<file path="config.mk">
export PLATFORM = sky130hd
export DESIGN_NAME = jts16_busarb
export DESIGN_NICKNAME = d
export VERILOG_FILES = /design/src/rtl/jts16_busarb_pkg.sv /design/src/rtl/jts16_busarb.sv
export SDC_FILE = /design/constraint.sdc
export NUM_CORES = 1
export LEC_CHECK = 0
export ABC_CLOCK_PERIOD_IN_PS = 2100
export CORE_UTILIZATION = 44
export CTS_CLUSTER_DIAMETER = 50
export DETAILED_ROUTE_END_ITERATION = 8
export PLACE_DENSITY_LB_ADDON = 0.2
export REMOVE_ABC_BUFFERS = 1
export SLEW_MARGIN = 20
export SYNTH_ARGS = -nofsm -noshare
export SYNTH_HDL_FRONTEND = slang
export SYNTH_SLANG_ARGS = --single-unit
</file>
<file path="constraint.sdc">
create_clock -name clk -period 2.1 [get_ports clk]
set_input_delay 0.42 -clock clk [delete_from_list [all_inputs] [get_ports clk]]
set_output_delay 0.42 -clock clk [all_outputs]
set_load 0.1 [all_outputs]
</file>
<file path="src/rtl/jts16_busarb_pkg.sv">
// jts16_busarb_pkg: state encoding shared by the bus-mastership controller.
package jts16_busarb_pkg;

    localparam logic [2:0] IDLE = 3'd0;
    localparam logic [2:0] REQ  = 3'd1;
    localparam logic [2:0] ADDR = 3'd2;
    localparam logic [2:0] WAIT = 3'd3;
    localparam logic [2:0] DONE = 3'd4;
    localparam logic [2:0] REL  = 3'd5;

endpackage

</file>
<file path="src/rtl/jts16_busarb.sv">
// jts16_busarb: borrows the 68000 bus through BR/BG/BGACK for a secondary master
// and runs word accesses on it, with grant/DTACK timeouts and a burst limit.
module jts16_busarb
    import jts16_busarb_pkg::*;
#(
    parameter int TOUT     = 255,
    parameter int MAXBURST = 4
) (
    input  logic        clk,
    input  logic        rst,
    input  logic        cpu_cen,
    input  logic        ASn,
    input  logic        DTACKn,
    input  logic        BGn,
    output logic        BRn,
    output logic        BGACKn,
    output logic        bus_sel,
    output logic [22:0] bus_addr,
    output logic [15:0] bus_dout,
    input  logic [15:0] bus_din,
    output logic        bus_rnw,
    output logic        bus_asn,
    output logic        bus_udsn,
    output logic        bus_ldsn,
    input  logic        mst_req,
    input  logic        mst_rnw,
    input  logic [22:0] mst_addr,
    input  logic [15:0] mst_din,
    input  logic [1:0]  mst_dsn,
    output logic [15:0] mst_dout,
    output logic        mst_ack,
    output logic        mst_err
);

    localparam int BW = $clog2(MAXBURST + 1);

    logic [2:0]    st;
    logic [7:0]    cnt;
    logic [BW-1:0] burst;
    logic [1:0]    dsn;
    logic          err_f;
    logic          tout;

    assign tout = cnt >= 8'(TOUT);

    always_ff @(posedge clk) begin
        if (rst) begin
            st       <= IDLE;
            cnt      <= 8'd0;
            burst    <= '0;
            dsn      <= 2'b11;
            err_f    <= 1'b0;
            BRn      <= 1'b1;
            BGACKn   <= 1'b1;
            bus_sel  <= 1'b0;
            bus_addr <= 23'd0;
            bus_dout <= 16'd0;
            bus_rnw  <= 1'b1;
            bus_asn  <= 1'b1;
            bus_udsn <= 1'b1;
            bus_ldsn <= 1'b1;
            mst_dout <= 16'd0;
            mst_ack  <= 1'b0;
            mst_err  <= 1'b0;
        end else begin
            mst_ack <= 1'b0;
            mst_err <= 1'b0;
            if (cpu_cen) begin
                case (st)
                    IDLE: if (mst_req) begin
                        BRn <= 1'b0;
                        cnt <= 8'd0;
                        st  <= REQ;
                    end
                    REQ: begin
                        // Take the bus only between CPU cycles: strobe and DTACK both idle
                        if (!BGn && ASn && DTACKn) begin
                            BRn     <= 1'b1;
                            BGACKn  <= 1'b0;
                            bus_sel <= 1'b1;
                            st      <= ADDR;
                        end else if (tout) begin
                            BRn     <= 1'b1;
                            mst_ack <= 1'b1;
                            mst_err <= 1'b1;
                            st      <= IDLE;
                        end else begin
                            cnt <= cnt + 8'd1;
                        end
                    end
                    ADDR: begin
                        bus_addr <= mst_addr;
                        bus_dout <= mst_din;
                        bus_rnw  <= mst_rnw;
                        bus_asn  <= 1'b0;
                        dsn      <= mst_dsn;
                        err_f    <= 1'b0;
                        cnt      <= 8'd0;
                        if (mst_rnw) {bus_udsn, bus_ldsn} <= mst_dsn;
                        st <= WAIT;
                    end
                    WAIT: begin
                        if (!bus_rnw) {bus_udsn, bus_ldsn} <= dsn;
                        if (!DTACKn || tout) begin
                            if (!DTACKn && bus_rnw) mst_dout <= bus_din;
                            err_f    <= DTACKn;
                            mst_ack  <= 1'b1;
                            mst_err  <= DTACKn;
                            bus_asn  <= 1'b1;
                            bus_udsn <= 1'b1;
                            bus_ldsn <= 1'b1;
                            bus_rnw  <= 1'b1;
                            burst    <= burst + BW'(1);
                            st       <= DONE;
                        end else begin
                            cnt <= cnt + 8'd1;
                        end
                    end
                    // Decided one tick after the ack so the master can withdraw its request
                    DONE: st <= (!err_f && burst < BW'(MAXBURST) && mst_req) ? ADDR : REL;
                    REL: begin
                        BGACKn  <= 1'b1;
                        bus_sel <= 1'b0;
                        burst   <= '0;
                        st      <= IDLE;
                    end
                    default: st <= IDLE;
                endcase
            end
        end
    end

endmodule

</file>
==> results.txt <==
The largest stage delay on the critical path is 510 ps. Leaving out fill and tap cells, the most frequent cell in the layout is nand2_1. Hold repair after CTS inserted 0 buffers. The largest net degree at the start of global routing came out at between 40 and 50. The total grt overflow is 0. The clock drives a little over 80 sinks. The root buffer cell chosen for the clock tree is clkbuf_8. The post-route clock period utilization is 0.949. The number of placed I/O pins came out at 129. The data required time of the critical path came out at ~2300 ps.

Based on the critical path, the design can be clocked at up to 0.502 GHz. The global-route usage over all layers came out at 0.229. Dividing the detail-routed wire length by the instance count gives roughly 14 um. Setup violations remaining at the end of the flow were counted as 0. Traced cell by cell, the critical path runs through ha_1 -> nand3_1 -> o21ai_0 -> a21oi_1 -> a22o_1. The run finished with clean final reports. The internal power of the cells came out at 2.53 mW. The estimated wirelength of the detail-placed design is 6570 um.

The share of total power dissipated in the clock network is 0.328. Of the cells placed in the final design, the portion with a size suffix greater than 1 is 0.192. Of the total power, registers draw 0.444. The final layout contains 610 nets. After detailed routing, the total wire length is 9270 um. Yosys mapped a number of flops with a built-in enable equal to 0. The layout overhead on the synthesized area is 43.1%.

The post-cts gate resize count came out at 0. Counting tap cells, the placed design contains a total of 631 instances. The count of antenna diodes in the layout came out at 0. The overall die area came out at 8180 um^2. The number of maximum-capacitance violations is 0. The top cell types in the final layout, fill and taps aside, are nand2_1, dfxtp_1, buf_4, clkdlybuf4s50_1, a21oi_1. The footprint of the multi-input gates is between 1500 and 2000 um^2. For this block, the initial DRC count from the detailed router was 255. The switching power summed over all nets is roughly 1.1 mW. For this design the static power due to leakage is around 1.9 nW. The number of clock buffers inserted by TritonCTS came out at 9. The total number of placement rows is 31. The number of buffer and inverter stages on the critical path came out at 0. The endpoint class of the critical path is a register.

The longest clock path from root to sink contains 2 buffers. The clock-pin slew on the worst setup and hold paths came out at 80 ps. The via density per instance came out at 5.39. The first-pass iteration count of the detailed router is 7. The post-route antenna net violation count is 0. IR analysis of the VDD net gives a maximum drop of between 0.0003 and 0.0004 V. Port buffering added 128 buffers.

For the pin with the worst max-slew slack, the measured transition is 586 ps. The post-CTS setup buffer count is 0. The count of different cell masters after synthesis came out at 51. The worst-case clock skew came out at 11.9 ps. The residual DRC count came out at 0.

The worst setup path is launched from a register. The post-place instance area came out at 4720 um^2. The type of the most critical hold path is reg2reg. The cell area after technology mapping is 3440 um^2. The worst max-slew margin expressed relative to the limit is 0.605. The die is between 90 and 100 um tall.

Summing over every cut layer, the via total after detailed routing is 3477. The final number of hold-violating endpoints came to 0. The register cell area after layout is 1620 um^2.

The share of total power dissipated in combinational logic is 0.227. The fill cell instance count of the final layout is 598. The post-synthesis sequential element count came out at 81. The wire length of the first global-routing pass is 15100 um. The cell area power density came out at approximately 750 nW/um^2. The total core area came out at about 7400 um^2. The initial antenna violation count was 0. The net switching fraction of the power is 0.312. In this run the worst path has a maximum fanout of 5. Setup repair after global routing left no endpoint under its margin. The cell area after layout came out at 4920 um^2. The share of the Yosys chip area taken by registers is 0.471.

The most used flip-flop cell after synthesis is dfxtp_1. The final weighted congestion of routability-driven global placement is 0.869. The critical path start-end classification is reg2reg. The via count of the first global-routing pass came out at 3097. Grouping stages by cell kind, the critical path spends the most delay in compound AO/OA/AOI/OAI gates. Counting flops with an async set or reset pin after synthesis yields a share of 0. The number of max-slew violations in the final report is 0. The number of cells in the finished layout apart from fillers is 645. The data arrival time at the worst-slack endpoint came out at 2240 ps. Counting I/O delays and the setup requirement, the final critical path takes 1990 ps. The count of synthesis-stage warnings from yosys came out at 0. The effective utilization at floorplan is 0.464. The post-route core utilization is 0.665. The worst-skew pair later-pin latency came out at around 360 ps. On the critical path, the stage with the largest delay is an instance of o21ai_0. The synthesized area per cell is 8.29 um^2. Counting every instance in the synthesized netlist gives 415. The die is 90.4 um wide. The CTS H-tree depth came out at 3. The clock tree from TritonCTS is done.
-- synth_stat cells, drive strengths merged, types with 3 or more instances --
master   n  area [um^2]
a211oi   3         27.5
a21oi   49          245
a22o     4         35.0
a22oi    3         22.5
a311oi   3         26.3
a31oi    6         37.5
and3     4         25.0
and3b    3         26.3
buf     13         83.8
clkbuf  18         68.8
dfxtp   81         1620
inv      7         26.3
mux2i   18          180
nand2   92          345
nand2b   4         25.0
nand3   12         60.1
nand3b   3         22.5
nand4    3         18.8
nor2    28          105
nor2b    5         38.8
nor3     9         45.0
nor4     3         18.8
o21ai   13         65.1
o311ai   3         26.3
o31ai    3         22.5
-- per-stage QoR --
step	worst slack (ps)	hold WS (ps)	power, mW	setup TNS [ps]
3_3_place_gp	19.7	442	2.50	0
3_5_place_dp	-36.6	450	2.50	-136
6_report	107	456	3.68	0
2_1_floorplan	-274	442	2.17	-12820
5_1_grt	73.9	475	3.85	0
4_1_cts	194	460	3.70	0
-- sequential cells by signal, summed over array words and instances (netlist names), 2 cells and up --
name and count:
bus_dout 16, burst 3, cnt 8, mst_dout 16, st 3, bus_addr 23
dsn 2
-- power by group through the flow --
| stage | combinational, mW | clock, mW | sequential (mW) |
|---|---|---|---|
| 2_1_floorplan | 0.200 | 0 | 1.97 |
| 3_3_place_gp | 0.828 | 0 | 1.67 |
| 3_5_place_dp | 0.831 | 0 | 1.67 |
| 4_1_cts | 0.836 | 1.23 | 1.64 |
| 5_1_grt | 0.887 | 1.32 | 1.64 |
| 6_report | 0.837 | 1.21 | 1.64 |
-- cell families after synthesis --
group                      share of synthesized area
adders and majority gates                    0.00727
AOI/OAI and AO/OA                              0.185
DFF                                            0.471
buffers and inverters                         0.0520
muxes                                         0.0524
and+or+nand+nor                                0.232
-- layout make-up --
| class | count | area share |
|---|---|---|
| Clock inverter | 5 | 0.0165 |
| Clock buffer | 9 | 0.0252 |
| Timing Repair Buffer | 148 | 0.265 |
| Inverter | 7 | 0.00534 |
| Multi-Input combinational cell | 296 | 0.334 |
| Sequential cell | 81 | 0.329 |
| Tap cell | 99 | 0.0252 |
-- worst paths after layout --
path	from	end	slack (ps)	depth (start not counted)
max	cnt[0]	cnt[7]	110	5
min	bus_dout[14]	bus_dout[14]	460	2
max reg2reg	cnt[0]	cnt[7]	110	5
min reg2reg	bus_dout[14]	bus_dout[14]	460	2
-- worst reg2reg max path: stages (launching register included) --
cell	delay, ps
dfxtp_1	410
ha_1	270
nand3_1	150
o21ai_0	510
a21oi_1	270
a22o_1	280
-- per-layer routing --
| metal | up-vias | global-route usage | wire length, um | share of wire |
|---|---|---|---|---|
| met5 | - | 0 | 0 | 0 |
| met4 | 0 | 0.0605 | 99 | 0.011 |
| met3 | 13 | 0.0682 | 821 | 0.089 |
| met2 | 196 | 0.369 | 4380 | 0.47 |
| met1 | 1570 | 0.297 | 3970 | 0.43 |
| li1 | 1698 | - | - | - |
Note: power is estimated with default switching activity, not from simulation.
